--- src/rtl/shift_rotate_seq.sv ---
`default_nettype none
// ============================================================================
// Module      : shift_rotate_seq
// Description : Sequential 32-bit shifter/rotator. An accepted request loads
//               the operand into an accumulator and a 5-bit count, then the
//               accumulator is stepped once per RUN cycle until the count is
//               exhausted. The result is presented with a valid/ready
//               handshake and held until the consumer takes it.
//
// Ports       : clk        system clock (rising edge)
//               clr        synchronous active-high reset, highest priority
//               start      request; only accepted while in_ready=1
//               op         000 SHR, 001 SHRA, 010 SHL, 011 ROR, 100 ROL,
//                          101..111 pass-through
//               A          data operand
//               B          count; only B[4:0] is used (counts wrap mod 32)
//               in_ready   high in IDLE
//               busy       high in RUN
//               out_valid  high in DONE
//               out_ready  consumer accepts the result
//               result     accumulator contents
//
// Config      : SHIFT_ROTATE_SEQ_STEP4_EN - when defined, a RUN cycle moves
//               4 bit positions while the remaining count is >= 4, otherwise
//               1. Results are identical; only latency changes.
//
// Revision    : 1.0 - initial release
// ============================================================================
module shift_rotate_seq (
  input  logic        clk,
  input  logic        clr,
  input  logic        start,
  input  logic [2:0]  op,
  input  logic [31:0] A,
  input  logic [31:0] B,
  output logic        in_ready,
  output logic        busy,
  output logic        out_valid,
  input  logic        out_ready,
  output logic [31:0] result
);

  // --------------------------------------------------------------------------
  // Operation encodings
  // --------------------------------------------------------------------------
  localparam logic [2:0] c_OP_SHR  = 3'b000;
  localparam logic [2:0] c_OP_SHRA = 3'b001;
  localparam logic [2:0] c_OP_SHL  = 3'b010;
  localparam logic [2:0] c_OP_ROR  = 3'b011;
  localparam logic [2:0] c_OP_ROL  = 3'b100;

  // --------------------------------------------------------------------------
  // State machine encoding
  // --------------------------------------------------------------------------
  typedef enum logic [1:0] {
    S_IDLE = 2'd0,
    S_RUN  = 2'd1,
    S_DONE = 2'd2
  } state_t;

  state_t      r_state;
  state_t      w_state_next;

  logic [31:0] r_acc;
  logic [4:0]  r_cnt;
  logic [2:0]  r_opr;

  logic [31:0] w_step1;
  logic [31:0] w_acc_step;
  logic [4:0]  w_cnt_dec;
  logic [4:0]  w_cnt_next;
  logic        w_cnt_zero;
  logic        w_accept;

  // Upper count bits are architecturally ignored (counts wrap modulo 32).
  logic        w_unused_b;
  assign w_unused_b = ^B[31:5];

  // --------------------------------------------------------------------------
  // Single-position step
  // --------------------------------------------------------------------------
  always_comb begin
    w_step1 = r_acc;
    case (r_opr)
      c_OP_SHR:  w_step1 = {1'b0, r_acc[31:1]};
      c_OP_SHRA: w_step1 = {r_acc[31], r_acc[31:1]};
      c_OP_SHL:  w_step1 = {r_acc[30:0], 1'b0};
      c_OP_ROR:  w_step1 = {r_acc[0], r_acc[31:1]};
      c_OP_ROL:  w_step1 = {r_acc[30:0], r_acc[31]};
      default:   w_step1 = r_acc;
    endcase
  end

`ifdef SHIFT_ROTATE_SEQ_STEP4_EN
  // --------------------------------------------------------------------------
  // Four-position step, used only while at least four positions remain so the
  // tail of the count is always finished with single steps.
  // --------------------------------------------------------------------------
  logic [31:0] w_step4;
  logic        w_use4;

  always_comb begin
    w_step4 = r_acc;
    case (r_opr)
      c_OP_SHR:  w_step4 = {4'b0000, r_acc[31:4]};
      c_OP_SHRA: w_step4 = {{4{r_acc[31]}}, r_acc[31:4]};
      c_OP_SHL:  w_step4 = {r_acc[27:0], 4'b0000};
      c_OP_ROR:  w_step4 = {r_acc[3:0], r_acc[31:4]};
      c_OP_ROL:  w_step4 = {r_acc[27:0], r_acc[31:28]};
      default:   w_step4 = r_acc;
    endcase
  end

  assign w_use4     = (r_cnt >= 5'd4);
  assign w_acc_step = w_use4 ? w_step4 : w_step1;
  assign w_cnt_dec  = w_use4 ? 5'd4 : 5'd1;
`else
  assign w_acc_step = w_step1;
  assign w_cnt_dec  = 5'd1;
`endif

  // The step size never exceeds the remaining count, so this cannot wrap
  // while RUN holds a non-zero count.
  assign w_cnt_next = r_cnt - w_cnt_dec;
  assign w_cnt_zero = (r_cnt == 5'd0);
  assign w_accept   = (r_state == S_IDLE) && start;

  // --------------------------------------------------------------------------
  // State register
  // --------------------------------------------------------------------------
  always_ff @(posedge clk) begin
    if (clr) begin
      r_state <= S_IDLE;
    end else begin
      r_state <= w_state_next;
    end
  end

  // --------------------------------------------------------------------------
  // Next-state and status outputs
  // --------------------------------------------------------------------------
  always_comb begin
    w_state_next = r_state;
    in_ready     = 1'b0;
    busy         = 1'b0;
    out_valid    = 1'b0;
    case (r_state)
      S_IDLE: begin
        in_ready = 1'b1;
        if (start) begin
          // A zero count has nothing to step: go straight to DONE.
          w_state_next = (B[4:0] != 5'd0) ? S_RUN : S_DONE;
        end
      end
      S_RUN: begin
        busy = 1'b1;
        // Leave RUN on the step that empties the count. The zero check only
        // protects against an unreachable empty-count RUN state.
        if (w_cnt_zero || (w_cnt_next == 5'd0)) begin
          w_state_next = S_DONE;
        end
      end
      S_DONE: begin
        out_valid = 1'b1;
        if (out_ready) begin
          w_state_next = S_IDLE;
        end
      end
      default: begin
        w_state_next = S_IDLE;
      end
    endcase
  end

  // --------------------------------------------------------------------------
  // Datapath registers: operands are captured only at acceptance so later
  // input changes cannot disturb an operation in flight.
  // --------------------------------------------------------------------------
  always_ff @(posedge clk) begin
    if (clr) begin
      r_acc <= 32'h0000_0000;
      r_cnt <= 5'd0;
      r_opr <= 3'b000;
    end else begin
      if (w_accept) begin
        r_acc <= A;
        r_cnt <= B[4:0];
        r_opr <= op;
      end else if ((r_state == S_RUN) && !w_cnt_zero) begin
        r_acc <= w_acc_step;
        r_cnt <= w_cnt_next;
      end
    end
  end

  assign result = r_acc;

endmodule
`default_nettype wire
--- config.mk ---
export PLATFORM = sky130hd
export DESIGN_NAME = shift_rotate_seq
export DESIGN_NICKNAME = d
export VERILOG_FILES = /design/src/rtl/shift_rotate_seq.sv
export SDC_FILE = /design/constraint.sdc
export NUM_CORES = 1
export LEC_CHECK = 0
export BUFFER_PORTS_ARGS = -buffer_cell sky130_fd_sc_hd__buf_2
export CAP_MARGIN = 20
export CORE_UTILIZATION = 30
export CTS_CLUSTER_DIAMETER = 150
export DETAILED_ROUTE_END_ITERATION = 10
export GPL_TIMING_DRIVEN = 1
export PLACE_DENSITY = 0.65
export SLEW_MARGIN = 20
export SYNTH_ARGS = -nofsm -noshare
export SYNTH_HDL_FRONTEND = slang
export SYNTH_SLANG_ARGS = --single-unit
--- constraint.sdc ---
create_clock -name clk -period 2.1 [get_ports clk]
set_input_delay 0.315 -clock clk [delete_from_list [all_inputs] [get_ports clk]]
set_output_delay 0.315 -clock clk [all_outputs]
set_load 0.01 [all_outputs]
# Word-level counts from Yosys, hierarchy flattened
# Cells that the tools add are included.
[word_totals]
regBits = 42
input_bits = 71
[op_classes]
mux = 13
n_addsub = 1
n_reduce_logical = 15
eq_ne = 10
[op_table]
columns = ["op", "count"]
rows = [
  ["one-hot mux 32 bit (5 select lines)", 1],
  ["2-to-1 mux 32 bit", 2],
  ["logical NOT 5 bit", 2],
  ["2-to-1 mux 5 bit", 2],
  ["nonzero test 5 bit", 2],
  ["2-to-1 mux 2 bit", 4],
  ["!= test 2 bit (second input constant)", 4],
  ["== test 3 x 2 -> 1 bit (second input constant)", 2],
  ["one-hot mux 2 bit (3 select lines)", 1],
  ["AND reduction 3 bit", 2],
  ["nonzero test 6 bit", 1],
  ["subtractor 5 x 1 -> 5 bit (second input constant)", 1],
  ["== test 3 x 1 -> 1 bit (second input constant)", 1],
  ["== test 3 bit (second input constant)", 1],
  ["logical NOT 3 bit", 1],
  ["2-to-1 mux 1 bit", 3],
  ["== test 2 x 1 -> 1 bit (second input constant)", 1],
  ["== test 2 bit (second input constant)", 1],
  ["logical AND 1 bit", 2],
  ["logical NOT 2 bit", 1],
  ["AND reduction 2 bit", 1],
  ["nonzero test 2 bit", 1],
  ["logical NOT 1 bit", 1],
  ["logical OR 1 bit", 1],
]

# Longest topological paths before layout
[logic_depth]
depth_word = 5
mapped_depth = 8
ltp_nobuf = 6

# Worst setup path before layout
# No wires, ideal clock.
[synth_path]
kind = "register to register"
startpoint = "register r_cnt[0]"
endpoint = "register r_acc[18], in the netlist result[18]"
setup_slack_ps = 302
path_buffers = 2
required_time_ps = 2039
t_arrival_ps = 1738
path_stages_with_launch = 9
cell_sequence = "dfxtp_1 inv_1 ha_1 or4b_1 buf_2 nand3_2 nor3b_4 buf_6 a32o_1"
[synth_via]
elab_chain_len = 5
[synth_lines]
columns = ["element", "line_no", "source"]
rows = [
  ["from (decl)", "65", "logic [4:0] r_cnt;"],
  ["from (signal assigned)", "187", "r_cnt <= B[4:0];"],
  ["from (signal assigned)", "191", "r_cnt <= w_cnt_next;"],
  ["logical NOT 5 bit", "125", "assign w_cnt_zero = (r_cnt == 5'd0);"],
  ["logical NOT 1 bit", "189", "end else if ((r_state == S_RUN) && !w_cnt_zero) begin"],
  ["logical AND 1 bit", "189", ""],
  ["nonzero test 2 bit (no source line)", "n/a", ""],
  ["AND reduction 2 bit (no source line)", "n/a", ""],
  ["to (signal assigned)", "190", "r_acc <= w_acc_step;"],
  ["to (decl)", "64", "logic [31:0] r_acc;"],
]
# Every way passes these cells.
# A chain may end at the register's enable or synchronous reset.

# Worst setup path after layout
# Same ends and word-level chain as after synthesis.

==> impl_metrics.prom <==
# TYPE chip_impl_metric gauge
chip_impl_metric{name="finalWeightedCongestion",unit=""} 0.850
chip_impl_metric{name="final_layout_size_suffix_gt1_frac",unit=""} 0.279
chip_impl_metric{name="cts.repair.resized",unit=""} 0
chip_impl_metric{name="detailed_place_hpwl",unit="mm"} 4.63
chip_impl_metric{name="static-leakage-power",unit="nW"} 1.21
chip_impl_metric{name="netlist_area",unit="um2"} 2410
chip_impl_metric{name="cts_hold_repair.buffers",unit=""} 0
chip_impl_metric{name="syn2layout_area_growth",unit="%"} 25.6
chip_impl_info{name="worst_hold_path_type",value="in -> reg"} 1
chip_impl_metric{name="count_of_unresolved_drc_violations_after_routing",unit=""} 0
chip_impl_info{name="hold-path-endpoint",value="result[31]"} 1
chip_impl_info{name="unrepaired_setup_endpoints_after_global_routing",value="false"} 1
chip_impl_metric{name="max_slew_margin",unit=""} 0.509
chip_impl_metric{name="dieWidth",unit="um"} 91.6
chip_impl_metric{name="ys_warn_count",unit=""} 0
chip_impl_metric{name="sequential_cell_area",unit="um2"} 841
chip_impl_metric{name="worst_ep_required_time",unit="ns"} 2.29
chip_impl_metric{name="cts_post_setup_buffers_inserted",unit=""} 0
chip_impl_metric{name="worst_hold_path.num_cells",unit=""} 3
chip_impl_metric{name="io_count",unit=""} 106
chip_impl_metric{name="ys_seq_area_frac",unit=""} 0.349
chip_impl_metric{name="setup_violations",unit=""} 0
chip_impl_metric{name="cp_max_fo",unit=""} 31
chip_impl_metric{name="post_synth_num_cell_types",unit=""} 36
chip_impl_metric{name="final_critical_path_share_of_the_clock_period",unit=""} 0.969
chip_impl_metric{name="worst_setup_hold_path_clk_slew",unit="ns"} 0.08
chip_impl_metric{name="finalSetupTns",unit="ns"} 0
chip_impl_info{name="tritoncts",value="built"} 1
chip_impl_metric{name="worst_slew_pin_slew",unit="ns"} 0.736
chip_impl_metric{name="multiInputGateArea",unit="um2"} 1410
chip_impl_metric{name="syn_inst",unit=""} 292
chip_impl_info{name="startpoint_of_the_most_critical_hold_path",value="A[31]"} 1
chip_impl_info{name="worstReg2RegStart",value="r_cnt[0]"} 1
chip_impl_metric{name="edff_count_synth",unit=""} 0
chip_impl_info{name="worstSetupEndpointType",value="flip-flop"} 1
chip_impl_metric{name="r2r_cells",unit=""} 7
chip_impl_metric{name="die_h",unit="um"} 91.6
chip_impl_info{name="timing.critical_path.from_type",value="flip-flop"} 1
chip_impl_metric{name="fin_util",unit=""} 0.391
chip_impl_metric{name="clock_tree.htree_level_count",unit=""} 2
chip_impl_metric{name="worstSkewPairLatency",unit="ns"} 0.30
chip_impl_metric{name="gr-usage-all-layers",unit=""} 0.162
chip_impl_metric{name="final_antenna_net_count",unit=""} 0
chip_impl_metric{name="final.setup_skew",unit="ns"} 0.00724
chip_impl_metric{name="vias",unit=""} 2455
chip_impl_metric{name="wirelength",unit="mm"} 6.75
chip_impl_metric{name="place.port_buffers",unit=""} 78
chip_impl_metric{name="floorplan.die_area",unit="um2"} 8390
chip_impl_metric{name="wl_per_cell",unit="um"} 14.7
chip_impl_metric{name="preCtsSetupSlack",unit="ns"} 0.0762
chip_impl_metric{name="num_antenna_cells",unit=""} 0
chip_impl_metric{name="nNetsFinal",unit=""} 430
chip_impl_metric{name="postSynthRegisterBits",unit=""} 42
chip_impl_info{name="synth_largest_area_cell",value="dfxtp_1"} 1
chip_impl_metric{name="layout_setup_ws",unit="ns"} 0.0641
chip_impl_metric{name="via_per_inst",unit=""} 5.34
chip_impl_metric{name="cap_viol_max_count",unit=""} 0
chip_impl_metric{name="powerDensity",unit="nW/um2"} 1040
chip_impl_info{name="most_frequent_cells_after_synthesis",value="49 x nand3_1, 42 x dfxtp_1, 32 x a32o_1"} 1
chip_impl_metric{name="rows",unit=""} 32
chip_impl_info{name="synth.area.top_cells",value="dfxtp_1 35%, a32o_1 13%, nand3_1 10%"} 1
chip_impl_metric{name="design_power",unit="W"} 0.00314
chip_impl_metric{name="ys_async_sr_fraction",unit=""} 0
chip_impl_metric{name="timing.critical_path.arrival",unit="ns"} 2.23
chip_impl_metric{name="timing.fmax",unit="GHz"} 0.491
chip_impl_metric{name="initial_core_util",unit=""} 0.312
chip_impl_info{name="synthFlopType",value="dfxtp_1"} 1
chip_impl_metric{name="total_core_area",unit="um2"} 7730
chip_impl_metric{name="first_global_vias",unit=""} 2177
chip_impl_metric{name="n_fill_cell",unit=""} 817
chip_impl_metric{name="pin_count_of_the_biggest_net_entering_global_routing",unit=""} 43
chip_impl_metric{name="grt.overflow.total",unit=""} 0
chip_impl_info{name="result_of_the_run",value="completed"} 1
chip_impl_metric{name="timing_max_transition_violations_final",unit=""} 0
chip_impl_metric{name="grt_pass1_wl",unit="mm"} 10.9
chip_impl_metric{name="synthesis.nets",unit=""} 365
chip_impl_metric{name="synth_largest_type_area_fraction",unit=""} 0.349
chip_impl_metric{name="drtPass1Iterations",unit=""} 4
chip_impl_info{name="crit_type",value="reg -> reg"} 1
chip_impl_metric{name="vdd_ir_drop_max",unit="uV"} 366
chip_impl_info{name="synthMostInstantiatedCell",value="nand3_1"} 1
chip_impl_metric{name="first_iter_violations",unit=""} 195
chip_impl_metric{name="ff2ff_setup_slack",unit="ns"} 0.06
chip_impl_metric{name="cts_buffers",unit=""} 5
chip_impl_info{name="rr_endpoint",value="result[18]"} 1
chip_impl_metric{name="average_footprint_of_a_synthesized_cell",unit="um2"} 8.25
chip_impl_metric{name="post-route-min-period",unit="ns"} 2.04
chip_impl_metric{name="clock_tree.buffer_depth",unit=""} 2
chip_impl_metric{name="antenna_found_initial",unit=""} 0
chip_impl_metric{name="report.final.hold_viol_count",unit=""} 0
chip_impl_info{name="cts_root_buf",value="clkbuf_8"} 1
chip_impl_metric{name="clk_sinks",unit=""} 42
[layer usage]
metal | vias to the layer above | global-route usage | part of all wire
met3 | 5 | 0.0302 | 0.050
met5 | - | 0 | 0
li1 | 1227 | - | -
met4 | 0 | 0.0556 | 0.013
met1 | 1147 | 0.224 | 0.47
met2 | 76 | 0.252 | 0.46
[cell families (layout without fill, tap and decap cells)]
group           Yosys count  in the layout  synth area share
compound gates           89             89             0.280
xor+xnor                  6              6            0.0218
fa+ha+maj                 2              2            0.0104
buf+inv                  39            105            0.0738
flops                    42             42             0.349
mux                       1              1           0.00416
simple gates            113            113             0.261
[how the worst max path moves through the flow]
| stage | from | to | cells past startpoint |
|---|---|---|---|
| after CTS | r_cnt[0] | result[18] | 7 |
| after global placement | r_cnt[0] | result[19] | 7 |
| after detailed placement | r_cnt[0] | result[18] | 7 |
| final | r_cnt[0] | result[18] | 7 |
| after floorplan | r_cnt[0] | result[18] | 8 |
| after global routing | r_cnt[0] | result[18] | 7 |
[area by class of cell]
cell class / count / area share
timing repair buffer: 88 / 0.166
tap: 102 / 0.0422
clock inverter: 2 / 0.0124
inverter: 9 / 0.0112
sequential: 42 / 0.278
clock buffer: 6 / 0.0240
multi-input combinational: 211 / 0.466
[layout by cell type (no fill, tap or decap), drive strengths merged, types with 2 or more instances in the layout]
cell type	synthesis	routed
buf	10	88
nand3	50	50
dfxtp	42	42
a32o	32	32
nand2b	31	31
o21ai	28	28
nand2	11	11
inv	9	9
nor2	7	7
a21oi	7	7
o211ai	6	6
clkbuf	20	6
o311ai	5	5
a211oi	5	5
nor2b	3	3
xnor2	3	3
xor2	3	3
and2	2	2
or3	2	2
ha	2	2
[critical path, cell delays in order (launching register included)]
cell,delay [ns]
dfxtp_1,0.35
inv_1,0.07
ha_1,0.20
or4b_1,0.58
nand3_2,0.14
a21oi_2,0.06
buf_4,0.25
a32o_1,0.27
[registers in the layout, indices dropped and copies added, names as in the netlist]
register / cells
r_cnt: 5
r_opr: 3
r_state: 2
result: 32
[power by group]
group / internal [W] / switching, W
clock network: 0.000355 / 0.000284
logic: 0.000575 / 0.000746
registers: 0.000981 / 0.000195
total: 0.00191 / 0.00123
[per-stage QoR]
stage,cell area (um2),hold WS (ns),cells
after floorplan,2410,0.418,292
final,3020,0.263,460
after global placement,2910,0.469,452
after detailed placement,2910,0.478,452
after CTS,3020,0.255,460
after global routing,3020,0.252,460
(Power assumes the default switching activity.)
